<file path="src/rtl/score_keeper.sv">
// Whack-a-mole score keeper: synchronises and debounces four player buttons,
// classifies each press as a hit or a miss, and keeps a saturating BCD score.
module score_keeper #(
   parameter int unsigned DEBOUNCE_CYCLES = 500000,
   parameter int unsigned MAX_SCORE       = 999
) (
   input  logic        clk,
   input  logic        rst_n,
   input  logic [3:0]  buttons,
   input  logic [3:0]  mole_pos,
   input  logic        mole_valid,
   input  logic        clear,
   output logic [11:0] score_bcd,
   output logic        hit_pulse,
   output logic        miss_pulse
);

   localparam int unsigned NBTN   = 4;
   localparam int unsigned DIGW   = 4;
   localparam int unsigned SCOREW = 3 * DIGW;
   localparam int unsigned CNT_W  = (DEBOUNCE_CYCLES < 2) ? 1 : $clog2(DEBOUNCE_CYCLES);

   localparam logic [CNT_W-1:0]  CNT_LAST = CNT_W'(DEBOUNCE_CYCLES - 1);
   localparam logic [SCOREW-1:0] MAX_BCD  = {DIGW'(MAX_SCORE / 100),
                                             DIGW'((MAX_SCORE / 10) % 10),
                                             DIGW'(MAX_SCORE % 10)};

   logic [NBTN-1:0]  sync1;
   logic [NBTN-1:0]  sync2;
   logic [NBTN-1:0]  db;
   logic [NBTN-1:0]  db_d;
   logic [NBTN-1:0]  press;
   logic [CNT_W-1:0] cnt [NBTN];
   logic             hit_lock;
   logic [NBTN-1:0]  lock_pos;

   logic             any_press_c;
   logic             hit_c;
   logic             miss_c;
   logic [SCOREW-1:0] score_inc_c;
   logic [SCOREW-1:0] score_dec_c;

   // Single-digit BCD step helpers; each reports whether it wrapped.
   function automatic logic [DIGW:0] dig_inc(input logic [DIGW-1:0] d);
      if (d >= DIGW'(9)) return {1'b1, DIGW'(0)};
      return {1'b0, d + DIGW'(1)};
   endfunction

   function automatic logic [DIGW:0] dig_dec(input logic [DIGW-1:0] d);
      if (d == DIGW'(0)) return {1'b1, DIGW'(9)};
      if (d > DIGW'(9))  return {1'b0, DIGW'(9)};
      return {1'b0, d - DIGW'(1)};
   endfunction

   function automatic logic [SCOREW-1:0] bcd_inc(input logic [SCOREW-1:0] v);
      logic [DIGW:0] u;
      logic [DIGW:0] t;
      logic [DIGW:0] h;
      u = dig_inc(v[3:0]);
      t = u[DIGW] ? dig_inc(v[7:4])  : {1'b0, v[7:4]};
      h = t[DIGW] ? dig_inc(v[11:8]) : {1'b0, v[11:8]};
      return {h[DIGW-1:0], t[DIGW-1:0], u[DIGW-1:0]};
   endfunction

   function automatic logic [SCOREW-1:0] bcd_dec(input logic [SCOREW-1:0] v);
      logic [DIGW:0] u;
      logic [DIGW:0] t;
      logic [DIGW:0] h;
      u = dig_dec(v[3:0]);
      t = u[DIGW] ? dig_dec(v[7:4])  : {1'b0, v[7:4]};
      h = t[DIGW] ? dig_dec(v[11:8]) : {1'b0, v[11:8]};
      return {h[DIGW-1:0], t[DIGW-1:0], u[DIGW-1:0]};
   endfunction

   // Two-flop synchronizer on the raw buttons.
   always_ff @(posedge clk or negedge rst_n) begin
      if (!rst_n) begin
         sync1 <= '0;
         sync2 <= '0;
      end else begin
         sync1 <= buttons;
         sync2 <= sync1;
      end
   end

   // Per-button debounce: state flips on the edge its run of disagreement reaches the limit.
   always_ff @(posedge clk or negedge rst_n) begin
      if (!rst_n) begin
         db <= '0;
         for (int i = 0; i < NBTN; i++) cnt[i] <= '0;
      end else begin
         for (int i = 0; i < NBTN; i++) begin
            if (sync2[i] == db[i]) begin
               cnt[i] <= '0;
            end else if (cnt[i] == CNT_LAST) begin
               cnt[i] <= '0;
               db[i]  <= ~db[i];
            end else begin
               cnt[i] <= cnt[i] + CNT_W'(1);
            end
         end
      end
   end

   // One-cycle press event, the cycle after a debounced rising edge.
   always_ff @(posedge clk or negedge rst_n) begin
      if (!rst_n) begin
         db_d  <= '0;
         press <= '0;
      end else begin
         db_d  <= db;
         press <= db & ~db_d;
      end
   end

   always_comb begin
      any_press_c = 1'b0;
      hit_c       = 1'b0;
      miss_c      = 1'b0;
      score_inc_c = bcd_inc(score_bcd);
      score_dec_c = bcd_dec(score_bcd);
      any_press_c = |press;
      hit_c       = any_press_c && mole_valid && !hit_lock && (|(press & mole_pos));
      miss_c      = any_press_c && !hit_c;
   end

   // A mole can only be scored once until it moves or disappears.
   always_ff @(posedge clk or negedge rst_n) begin
      if (!rst_n) begin
         hit_lock <= 1'b0;
         lock_pos <= '0;
      end else if (hit_c) begin
         hit_lock <= 1'b1;
         lock_pos <= mole_pos;
      end else if (hit_lock && (!mole_valid || (mole_pos != lock_pos))) begin
         hit_lock <= 1'b0;
      end
   end

   // Score register with saturation; pulses track the scoring action even when held.
   always_ff @(posedge clk or negedge rst_n) begin
      if (!rst_n) begin
         score_bcd  <= '0;
         hit_pulse  <= 1'b0;
         miss_pulse <= 1'b0;
      end else if (clear) begin
         score_bcd  <= '0;
         hit_pulse  <= 1'b0;
         miss_pulse <= 1'b0;
      end else if (hit_c) begin
         hit_pulse  <= 1'b1;
         miss_pulse <= 1'b0;
         if (score_bcd != MAX_BCD) score_bcd <= score_inc_c;
      end else if (miss_c) begin
         hit_pulse  <= 1'b0;
         miss_pulse <= 1'b1;
         if (score_bcd != SCOREW'(0)) score_bcd <= score_dec_c;
      end else begin
         hit_pulse  <= 1'b0;
         miss_pulse <= 1'b0;
      end
   end

endmodule

</file>
<file path="config.mk">
export PLATFORM = sky130hd
export DESIGN_NAME = score_keeper
export DESIGN_NICKNAME = d
export VERILOG_FILES = /design/src/rtl/score_keeper.sv
export SDC_FILE = /design/constraint.sdc
export NUM_CORES = 1
export LEC_CHECK = 0
export BUFFER_PORTS_ARGS = -buffer_cell sky130_fd_sc_hd__buf_2
export CAP_MARGIN = 20
export CORE_MARGIN = 2
export CORE_UTILIZATION = 56
export CTS_CLUSTER_SIZE = 10
export DETAILED_ROUTE_END_ITERATION = 7
export GPL_TIMING_DRIVEN = 1
export PLACE_DENSITY = 0.8
export RECOVER_POWER = 50
export SLEW_MARGIN = 0
export SYNTH_ARGS = -nofsm -noshare
export SYNTH_HDL_FRONTEND = slang
export SYNTH_SLANG_ARGS = --single-unit
</file>
<file path="constraint.sdc">
create_clock -name clk -period 2.07 [get_ports clk]
set_input_delay 0.414 -clock clk [delete_from_list [all_inputs] [get_ports clk]]
set_output_delay 0.414 -clock clk [all_outputs]
set_load 0.1 [all_outputs]
</file>
* Word level (Yosys, flattened, before mapping)
Cells that the tools add are included.
Word-level totals: register bits after elaboration 115, output and inout bits 14, logic and storage cells 140, input port bits 12
Cells by class: $add $sub $neg 10, bitwise logic cells 11, magnitude comparators 6, equal/unequal tests 13, multiplexer cells 54, reductions and logical operators 27
Operators with widths (number):
- 19-bit 2-to-1 mux | 8
- 19-bit by 1-bit adder with 19-bit output, second input constant | 4
- 19-bit equality test, second input constant | 4
- 5-bit 2-to-1 mux | 14
- 12-bit 2-to-1 mux | 5
- 4-bit 2-to-1 mux | 8
- 1-bit 2-to-1 mux | 19
- 4-bit by 1-bit adder with 4-bit output, second input constant | 3
- 4-bit greater-or-equal comparator, second input constant | 3
- 4-bit > comparator, second input constant | 3
- 4-bit logical NOT | 3
- 12-bit != test, second input constant | 1
- 12-bit nonzero test | 1
- 3-bit nonzero test | 4
- 4-bit by 1-bit subtractor with 4-bit output, second input constant | 3
- 5-bit AND reduction | 2
- 3-bit by 2-bit != test with 1-bit output, second input constant | 3
- 4-bit AND | 2
- 1-bit inverter | 8
- 2-bit AND reduction | 4
- 4-bit OR reduction | 2
- 1-bit logical AND | 5
- 1-bit equality test | 4
- 4-bit != test | 1
- other kinds (5) | 7

* Longest topological paths before layout
Gate-level depths: netlist (run 1).
depth in word-level cells 11, depth in mapped cells 7, depth with buffers taken out 7

* Worst setup path before layout (run 1)
OpenSTA, ideal clock, no wires.
kind flip-flop to flip-flop, start point register score_bcd[8], end point register score_bcd[4], required time 1.950 ns, cell stages (with the launch flop) 7, setup slack -0.659 ns, library setup time 0.120 ns, period minus slack after synthesis 2.729 ns, arrival time 2.609 ns, cell sequence dfrtp_1 ha_1 nand4b_1 or4_1 and3_1 o221a_1 a21o_1
Between the ends: cells in the longest elaborated chain, start to end 3
Ends and longest elaborated chain:
- from (decl) | RTL line 13 | output logic [11:0] score_bcd,
- from (signal assigned) | RTL line 153 | if (score_bcd != MAX_BCD) score_bcd <= score_inc_c;
- from (signal assigned) | RTL line 157 | if (score_bcd != SCOREW'(0)) score_bcd <= score_dec_c;
- 12-bit != test / 12-bit nonzero test (equally long branches) | RTL line 153, 157
- 3-bit by 2-bit != test with 1-bit output (no line) / 3-bit nonzero test (equally long branches)
- 5-bit AND reduction (no line) *
Mark *: on every way between the ends. The rest lies on a longest branch, timed or not. A chain may end at the register's enable or synchronous reset.

* Worst setup path after layout (run 1)
start point register score_bcd[1], end point register score_bcd[10]
Between the ends: cells in the longest elaborated chain, start to end 8
Ends and longest elaborated chain:
- 4-bit > comparator | RTL line 51 | if (d > DIGW'(9)) return {1'b0, DIGW'(9)};
- 1-bit 2-to-1 mux (2 in series) | RTL line 51
- 5-bit 2-to-1 mux | RTL line 52 | return {1'b0, d - DIGW'(1)};
- 5-bit 2-to-1 mux | RTL line 51
- 5-bit 2-to-1 mux | RTL line 70 | t = u[DIGW] ? dig_dec(v[7:4]) : {1'b0, v[7:4]};
- 3-bit nonzero test (no line)
- 5-bit AND reduction (no line) *
Mark *: on every way between the ends. The rest lies on a longest branch, timed or not. The select of a mux whose other input is x is not followed.

==> results of run 1 <==
flip-flops by register name (all words and copies together) (netlist names), 4 cells and up:
name       flops
cnt           76
db             4
db_d           4
lock_pos       4
press          4
score_bcd     12
sync1          4
sync2          4
worst paths after layout:
path                              startpoint             to  slack (ps)
worst max-delay path            score_bcd[1]  score_bcd[10]         -60
worst min-delay path              buttons[2]       sync1[2]          20
worst max register to register  score_bcd[1]  score_bcd[10]         -60
worst min register to register      sync1[2]       sync2[2]         350
max in group asynchronous              rst_n   score_bcd[5]         290
min in group asynchronous              rst_n   score_bcd[0]         520
worst register-to-register path, cell delays in order (launching register included):
cell,delay [ps]
dfrtp_4,500
inv_4,80
ha_2,200
or3b_4,430
nor4b_4,280
nand2_2,120
a221o_1,330
o311ai_1,80
kinds of logic (layout without fill, tap and decap cells):
group                    after synthesis  in the layout
flip-flops                           115            115
multiplexers                           8              8
AO/OA/AOI/OAI                         54             55
adder cells (fa/ha/maj)               14             14
buffers and inverters                 41            115
AND/OR/NAND/NOR                      279            279
XOR/XNOR                              77             77
power by group through the flow:
stage,sequential [mW],combinational (mW),clock [mW]
floorplan,2.63,0.383,0
global placement,2.44,0.782,0
detailed placement,2.45,0.812,0
CTS,2.41,0.863,2.82
global route,2.42,1.01,2.93
finish,2.42,0.949,2.79
cell type report:
class                      count  area [µm²]
clock buffer                  24         500
clock inverter                 8        73.8
fill                         700        3050
inverter                      24        97.6
multi-input combinational    433        3040
sequential                   115        2910
tap                          136         170
timing repair buffer          59         390
timing repair:
action | in CTS | in global routing
endpoints found under the setup margin | 10 | 14
pin swaps | 1 | 11
hold endpoints to repair | 16 | 0
gates resized for setup | 7 | 21
hold buffers | 4 | 0
gates cloned | 0 | 1
setup buffers | 0 | 2
per-stage QoR:
stage	instance area, µm²	hold WS (ps)	setup WS [ps]
finish	7190	17.9	-62.7
global route	7190	0.235	-108
CTS	7100	0.564	0.620
detailed placement	6450	304	-24.0
global placement	6450	300	32.0
floorplan	6000	118	-59.1
layout by cell type, fill, tap and decap left out, types with 8 or more instances in the layout:
cell	instances
xor2_1	35
buf_2	24
clkbuf_16	16
ha_1	8
nand4_1	20
inv_1	20
nand3_1	32
nor2_1	96
nand2_1	37
nor3_1	21
dfrtp_1	102
xnor2_1	42
buf_4	26
and4_1	12
per-layer routing:
metal | vias to the layer above | track usage | part of all wire
li1 | 2196 | - | -
met3 | 48 | 0.0589 | 0.053
met4 | 0 | 0.105 | 0.030
met2 | 175 | 0.393 | 0.50
met5 | - | 0 | 0
met1 | 2307 | 0.289 | 0.42
==> impl_metrics.json, run 1 <==
{
  "outcome": "finished, violations left",
  "violations": "negative setup slack",
  "die_h_um": 106,
  "finalWirelength_mm": 12.9,
  "synthArstFlopShare": 1.00,
  "dp_hpwl_mm": 8.08,
  "synth_top_area_frac": 0.491,
  "worstHoldPathCells": 1,
  "slowest_delay_ps": 500,
  "yosysSeqAreaShare": 0.491,
  "dieArea_um2": 11300,
  "cpLargestDelayFamily": "simple AND/OR/NAND/NOR gates",
  "finClkSkew_ps": 14.7,
  "synth.avg_cell_area_um2": 9.98,
  "antenna_found_initial": 0,
  "cp-start-kind": "flop",
  "maxSlewViolCount": 0,
  "synth_top_flop_cell": "dfrtp_1",
  "cts_tree": "done",
  "timing.setup.tns_ps": -162,
  "final_net_count": 676,
  "min_period_over_period": 1.03,
  "rr_worst_depth": 7,
  "cp_data_required_time_ps": 2490,
  "yosys.area_share.adder": 0.0299,
  "critical_path_depth": 7,
  "synth_cells": 588,
  "num_rows": 37,
  "clkSinkCount": 115,
  "final_util": 0.702,
  "worstSetupPathType": "reg -> reg",
  "cts_buffer_depth": 2,
  "coreArea_um2": 10200,
  "cts.clk_slew.worst_paths_ps": 70,
  "hold_viol": 0,
  "ys_warn_count": 0,
  "track_usage": 0.235,
  "synth_top_family_by_area": "simple AND/OR/NAND/NOR gates",
  "drive_gt1_frac": 0.223,
  "cp_num_buf_inv": 1,
  "yosys.area.top_type": "dfrtp_1",
  "die_w_um": 106,
  "end_kind": "flop",
  "numCtsBuffers": 17,
  "internal_power_mw": 4.44,
  "seqPwrFrac": 0.393,
  "synthSimpleGateAreaFrac": 0.248,
  "power.switching_mw": 1.72,
  "rsz0062_at_grt": "true",
  "clock_latency_ps": 520,
  "grt_pass1_vias": 4692,
  "ir_drop_mv": 0.592,
  "synth_common_cells": "dfrtp_1 (115), nor2_1 (97), xnor2_1 (42), nand2_1 (38), xor2_1 (35)",
  "p_clk_frac": 0.453,
  "grt_overflow": 0,
  "synthXorXnorAreaFrac": 0.115,
  "synth_most_common_cell": "dfrtp_1",
  "share_comb_of_total_power": 0.154,
  "crit_path_top_delay_cell": "dfrtp_4",
  "area_growth_pct": 22.5,
  "p_leak_nw": 3.04,
  "swShare": 0.279,
  "place_congestion": 0.925,
  "drtAntennaViolNets": 0,
  "netlist_area_um2": 5870,
  "maxSlewHeadroom": 0.412,
  "synth.distinct_cells": 63,
  "h-tree-depth": 4,
  "hold_class": "in -> reg",
  "power_density_nw_per_um2": 856,
  "ios": 26,
  "firstDrtPassIters": 5,
  "root_buffer": "clkbuf_8",
  "setup_viol": 6,
  "ys_ff_latch": 115,
  "vias": 4726,
  "synth_nets": 614,
  "max_freq_ghz": 0.469,
  "worst_pin_slew_ps": 882,
  "synth-compound-area-share": 0.0721,
  "start_util": 0.573,
  "drc": 0,
  "synth.area.mux_share": 0.0147,
  "dp.cells": 760,
  "wire_per_inst_um": 16.2,
  "crit_chain": "inv_4 > ha_2 > or3b_4 > nor4b_4 > nand2_2 > a221o_1 > o311ai_1",
  "power.total_mw": 6.15,
  "portBuffers": 25,
  "vias_per_cell": 5.91,
  "grt_max_degree": 45,
  "first_iter_violations": 402,
  "grt_pass1_wl_mm": 21.3,
  "arrival_ps": 2550,
  "crit_path_max_fanout": 3,
  "synthTopCellsByArea": "dfrtp_1 (49%), xnor2_1 (6.3%), nor2_1 (6.2%)",
  "fin_crit_ps": 2130,
  "synth_edf_count": 0,
  "maxCapViolCount": 0,
  "stdcell_count": 799,
  "worst_slack_ps": -62.7,
  "antenna_cells": 0
}
(Power assumes the default switching activity.)
==> inputs of run 2 (changes only) <==
--- a/config.mk
+++ b/config.mk
@@ -14,6 +14,7 @@
 export GPL_TIMING_DRIVEN = 1
 export PLACE_DENSITY = 0.8
 export RECOVER_POWER = 50
+export REMOVE_ABC_BUFFERS = 1
 export SLEW_MARGIN = 0
 export SYNTH_ARGS = -nofsm -noshare
 export SYNTH_HDL_FRONTEND = slang
==> run 2 against run 1 <==
  * The run now ends clean
  * Non-clock buffer count grew 9
  * Final cell count grew 0.88%
  * Via count shrank 1.7%
  * Utilization shrank 0.97 points
  * Power shrank 1.0%
  * Die area is the same
  * Register-to-register slack gained 90 ps
  * Hold slack gained 150 ps
  * Combinational power shrank 7.2%
  * Routed wire length shrank 1.2%
  * Setup slack gained 93 ps
  * Sequential share of layout area grew 0.088 points
  * Highest routed layer unchanged
==> impl_metrics.json, run 2 (synthesis results as in run 1) <==
{
  "hold_class": "in -> reg",
  "grt_max_degree": 45,
  "worstHoldPathCells": 3,
  "internal_power_mw": 4.50,
  "final_util": 0.693,
  "crit_start": "score_bcd[1]",
  "grt_pass1_vias": 4696,
  "cts.clk_slew.worst_paths_ps": 60,
  "swShare": 0.262,
  "maxCapViolCount": 0,
  "fin_crit_ps": 2040,
  "min_period_over_period": 0.985,
  "cts_tree": "done",
  "power.switching_mw": 1.60,
  "vias": 4648,
  "r2r_slack_ps": 30,
  "grt_overflow": 0,
  "area_growth_pct": 20.8,
  "cp_data_required_time_ps": 2480,
  "worst_slack_ps": 30.7,
  "portBuffers": 25,
  "cts_buffer_depth": 2,
  "clkSinkCount": 115,
  "clock_latency_ps": 520,
  "final_cell_mix": "dfrtp_1 (115), nor2_1 (96), xnor2_1 (42)",
  "maxSlewViolCount": 0,
  "antenna_cells": 0,
  "largest_reg_flops": 76,
  "outcome": "finished, final reports clean",
  "end_kind": "flop",
  "power_density_nw_per_um2": 860,
  "final_net_count": 684,
  "share_comb_of_total_power": 0.145,
  "drc": 0,
  "wire_per_inst_um": 15.9,
  "die_w_um": 106,
  "power.total_mw": 6.09,
  "numCtsBuffers": 17,
  "dp_hpwl_mm": 8.11,
  "fillCellCount": 721,
  "crit_path_max_fanout": 5,
  "h-tree-depth": 4,
  "cp-start-kind": "flop",
  "largest_register": "cnt",
  "dieArea_um2": 11300,
  "place_congestion": 0.877,
  "rsz0062_at_grt": "true",
  "top_regs": "cnt x76, score_bcd x12",
  "dp_slack_ps": -109,
  "num_rows": 37,
  "final_common_cell": "dfrtp_1",
  "first_iter_violations": 378,
  "worst_pin_slew_ps": 679,
  "finClkSkew_ps": 6.86,
  "coreArea_um2": 10200,
  "drive_gt1_frac": 0.184,
  "arrival_ps": 2450,
  "stdcell_area_um2": 7090,
  "reg2reg_to": "score_bcd[4]",
  "place_area_um2": 6350,
  "stdcell_count": 806,
  "antenna_found_initial": 0,
  "hold_slack_ps": 167,
  "die_h_um": 106,
  "start_util": 0.573,
  "rr_worst_depth": 8,
  "p_leak_nw": 3.08,
  "dp.cells": 766,
  "maxSlewHeadroom": 0.547,
  "drtAntennaViolNets": 0,
  "firstDrtPassIters": 5,
  "worstSetupPathType": "reg -> reg",
  "max_freq_ghz": 0.490,
  "root_buffer": "clkbuf_8",
  "ios": 26,
  "grt_pass1_wl_mm": 21.7,
  "vias_per_cell": 5.77,
  "r2r-start": "score_bcd[1]",
  "hp-start": "mole_pos[3]",
  "setup_viol": 0,
  "p_clk_frac": 0.467,
  "track_usage": 0.241,
  "ir_drop_mv": 0.521,
  "seqPwrFrac": 0.388,
  "hold_viol": 0,
  "finalWirelength_mm": 12.8,
  "holdPathEnd": "lock_pos[3]",
  "timing.setup.tns_ps": 0
}
[run 2: layout make-up]
cell class / count / area, µm² / area share
well taps: 136 / 170 / 0.0240
multi-input cells: 432 / 2920 / 0.412
clock inverters: 5 / 100 / 0.0141
clock buffers: 26 / 468 / 0.0660
inverters: 24 / 90.1 / 0.0127
flip-flops and latches: 115 / 2880 / 0.406
repair buffers: 68 / 463 / 0.0653
[run 2: what timing repair did]
action / CTS / global route
hold buffers: 5 / 0
setup buffers: 0 / 4
pin swaps: 0 / 7
hold endpoints to repair: 28 / 0
cloned: 0 / 0
resized for setup: 8 / 21
setup endpoints to repair: 10 / 12
[run 2: power groups by stage]
stage / Sequential [mW] / Clock [mW] / Combinational [mW]
3_5_place_dp: 2.40 / 0 / 0.830
4_1_cts: 2.36 / 2.88 / 0.848
2_1_floorplan: 2.62 / 0 / 0.320
5_1_grt: 2.37 / 3.00 / 0.957
3_3_place_gp: 2.39 / 0 / 0.803
6_report: 2.36 / 2.85 / 0.881
[run 2: metal layers]
layer / up-vias / share of wire / GRT usage
li1: 2214 / - / -
met1: 2263 / 0.44 / 0.305
met2: 137 / 0.50 / 0.390
met3: 34 / 0.040 / 0.0589
met4: 0 / 0.023 / 0.114
met5: - / 0 / 0
[run 2: worst max path at each step]
stage / to / slack (ps) / cells after the start
global route: score_bcd[4] / -40 / 8
CTS: score_bcd[2] / 0.03 / 8
detailed placement: score_bcd[2] / -110 / 8
global placement: score_bcd[10] / -30 / 7
finish: score_bcd[4] / 30 / 8
floorplan: score_bcd[4] / -660 / 6
[run 2: critical path: stages, from the launching register on]
cell and delay, ps:
dfrtp_1 390, inv_2 80, buf_6 100, ha_4 140, nand3_2 70, or4_4 530, and3_4 230, o221a_1 250
a21o_1 150
==> inputs of run 3 (changes only) <==
--- a/config.mk
+++ b/config.mk
@@ -8,11 +8,11 @@
 export BUFFER_PORTS_ARGS = -buffer_cell sky130_fd_sc_hd__buf_2
 export CAP_MARGIN = 20
 export CORE_MARGIN = 2
-export CORE_UTILIZATION = 56
+export CORE_UTILIZATION = 59
 export CTS_CLUSTER_SIZE = 10
 export DETAILED_ROUTE_END_ITERATION = 7
 export GPL_TIMING_DRIVEN = 1
-export PLACE_DENSITY = 0.8
+export PLACE_DENSITY = 0.81
 export RECOVER_POWER = 50
 export REMOVE_ABC_BUFFERS = 1
 export SLEW_MARGIN = 0
==> constraint.sdc (replaced) <==
create_clock -name clk -period 2.5 [get_ports clk]
set_input_delay 0.5 -clock clk [delete_from_list [all_inputs] [get_ports clk]]
set_output_delay 0.5 -clock clk [all_outputs]
set_load 0.1 [all_outputs]
==> run 3 against run 2 <==
  * Via count down 2.9%
  * Hold slack worse by 76 ps
  * Non-clock buffer count down 35
  * Largest power group unchanged
  * Critical path type unchanged
  * Power down 22%
  * Sequential share of layout area up 2.5 points
  * Global-route usage down 0.14 points
==> impl_metrics.json, run 3 (synthesis results as in run 1) <==
{
  "outcome": "finished, final reports clean",
  "slowest_delay_ps": 520,
  "largest_reg_flops": 76,
  "maxCapViolCount": 0,
  "final_net_count": 649,
  "dp_hpwl_mm": 7.90,
  "timing.setup.tns_ps": 0,
  "place_congestion": 0.898,
  "vias": 4511,
  "vias_per_cell": 5.88,
  "hold_viol": 0,
  "portBuffers": 25,
  "cp_num_buf_inv": 1,
  "dieArea_um2": 10800,
  "track_usage": 0.239,
  "clock_latency_ps": 510,
  "num_rows": 36,
  "final_cell_mix": "dfrtp_1 (115), nor2_1 (97), xnor2_1 (42)",
  "max_freq_ghz": 0.426,
  "setup_viol": 0,
  "ios": 26,
  "stdcell_area_um2": 6670,
  "r2r_slack_ps": 160,
  "wire_per_inst_um": 15.6,
  "rsz0062_at_grt": "false",
  "min_period_over_period": 0.938,
  "cts_buffer_depth": 2,
  "finalWirelength_mm": 11.9,
  "hold_class": "in -> reg",
  "cp_data_required_time_ps": 2870,
  "grt_max_degree": 47,
  "numCtsBuffers": 17,
  "h-tree-depth": 4,
  "antenna_found_initial": 0,
  "reg2reg_to": "score_bcd[2]",
  "hold_buffers": 0,
  "post-cts-setup-buffers": 0,
  "finClkSkew_ps": 5.22,
  "die_h_um": 104,
  "drive_gt1_frac": 0.125,
  "cts.clk_slew.worst_paths_ps": 60,
  "arrival_ps": 2710,
  "antenna_cells": 0,
  "final_common_cell": "dfrtp_1",
  "worstSetupPathType": "reg -> reg",
  "maxSlewViolCount": 0,
  "die_w_um": 104,
  "firstDrtPassIters": 5,
  "endpoint": "score_bcd[2]",
  "cpLargestDelayFamily": "compound AO/OA/AOI/OAI gates",
  "root_buffer": "clkbuf_8",
  "rr_worst_depth": 6,
  "crit_path_max_fanout": 17,
  "largest_register": "cnt",
  "worst_pin_slew_ps": 1140,
  "area_growth_pct": 13.8,
  "crit_chain": "nor4_4 > a2111o_2 > buf_4 > nor3_1 > o311ai_0 > o21ai_0",
  "cp-start-kind": "flop",
  "end_kind": "flop",
  "maxSlewHeadroom": 0.242,
  "fin_crit_ps": 2340,
  "r2r-start": "press[0]",
  "crit_path_top_delay_cell": "nor4_4",
  "drtAntennaViolNets": 0,
  "p_leak_nw": 2.86,
  "ir_drop_mv": 0.431,
  "top_regs": "cnt x76, score_bcd x12",
  "coreArea_um2": 9730,
  "place_area_um2": 6150,
  "grt_pass1_wl_mm": 21.1,
  "critical_path_depth": 6,
  "crit_start": "press[0]",
  "grt_pass1_vias": 4464,
  "cts_tree": "done",
  "start_util": 0.603,
  "drc": 0,
  "first_iter_violations": 306,
  "clkSinkCount": 115,
  "power_density_nw_per_um2": 712,
  "grt_overflow": 0,
  "post_cts_resized": 0
}
[run 3: changes by cell type in the layout (fill, tap and decap cells not counted), sizes merged]
cell / previous run / this run
buf: 59 / 29
bufinv: 3 / 1
clkbuf: 30 / 25
clkinv: 2 / 4
clkinvlp: 0 / 4
dlygate4sd3: 5 / 0
[run 3: cell type report]
class,instances,area (µm²)
Multi-Input combinational cell,432,2830
Tap cell,133,166
Fill cell,730,3060
Clock inverter,9,83.8
Inverter,24,90.1
Timing Repair Buffer,33,175
Clock buffer,21,449
Sequential cell,115,2880
[run 3: per-stage QoR]
stage	power (mW)	hold slack, ps	utilization	cells	setup WS, ps
2_1_floorplan	2.43	204	-	571	-234
3_3_place_gp	2.59	350	0.632	737	266
3_5_place_dp	2.61	345	0.632	737	178
4_1_cts	4.79	5.31	0.687	767	125
5_1_grt	4.95	69.6	0.686	767	24.9
6_report	4.75	90.4	0.686	767	155
[run 3: worst min path at each step]
stage	startpoint	end	slack, ps	depth (start not counted)
global placement	sync1[0]	sync2[0]	350	0
CTS	rst_n	lock_pos[2]	5	1
finish	buttons[1]	sync1[1]	90	1
detailed placement	sync1[0]	sync2[0]	340	0
global route	buttons[2]	sync1[2]	70	1
floorplan	rst_n	cnt[0]	200	0
[run 3: per-layer routing]
metal / global-route usage / routed length, µm / vias to the layer above
met4: 0.0763 / 189 / 0
met2: 0.387 / 5850 / 147
met5: 0 / 0 / -
met3: 0.0566 / 622 / 24
met1: 0.322 / 5260 / 2195
li1: - / - / 2145
[run 3: power breakdown]
part	switching [mW]	internal [mW]	leakage [nW]
registers	0.0744	1.91	1.57
clock network	0.809	1.35	0.252
logic	0.426	0.180	1.04
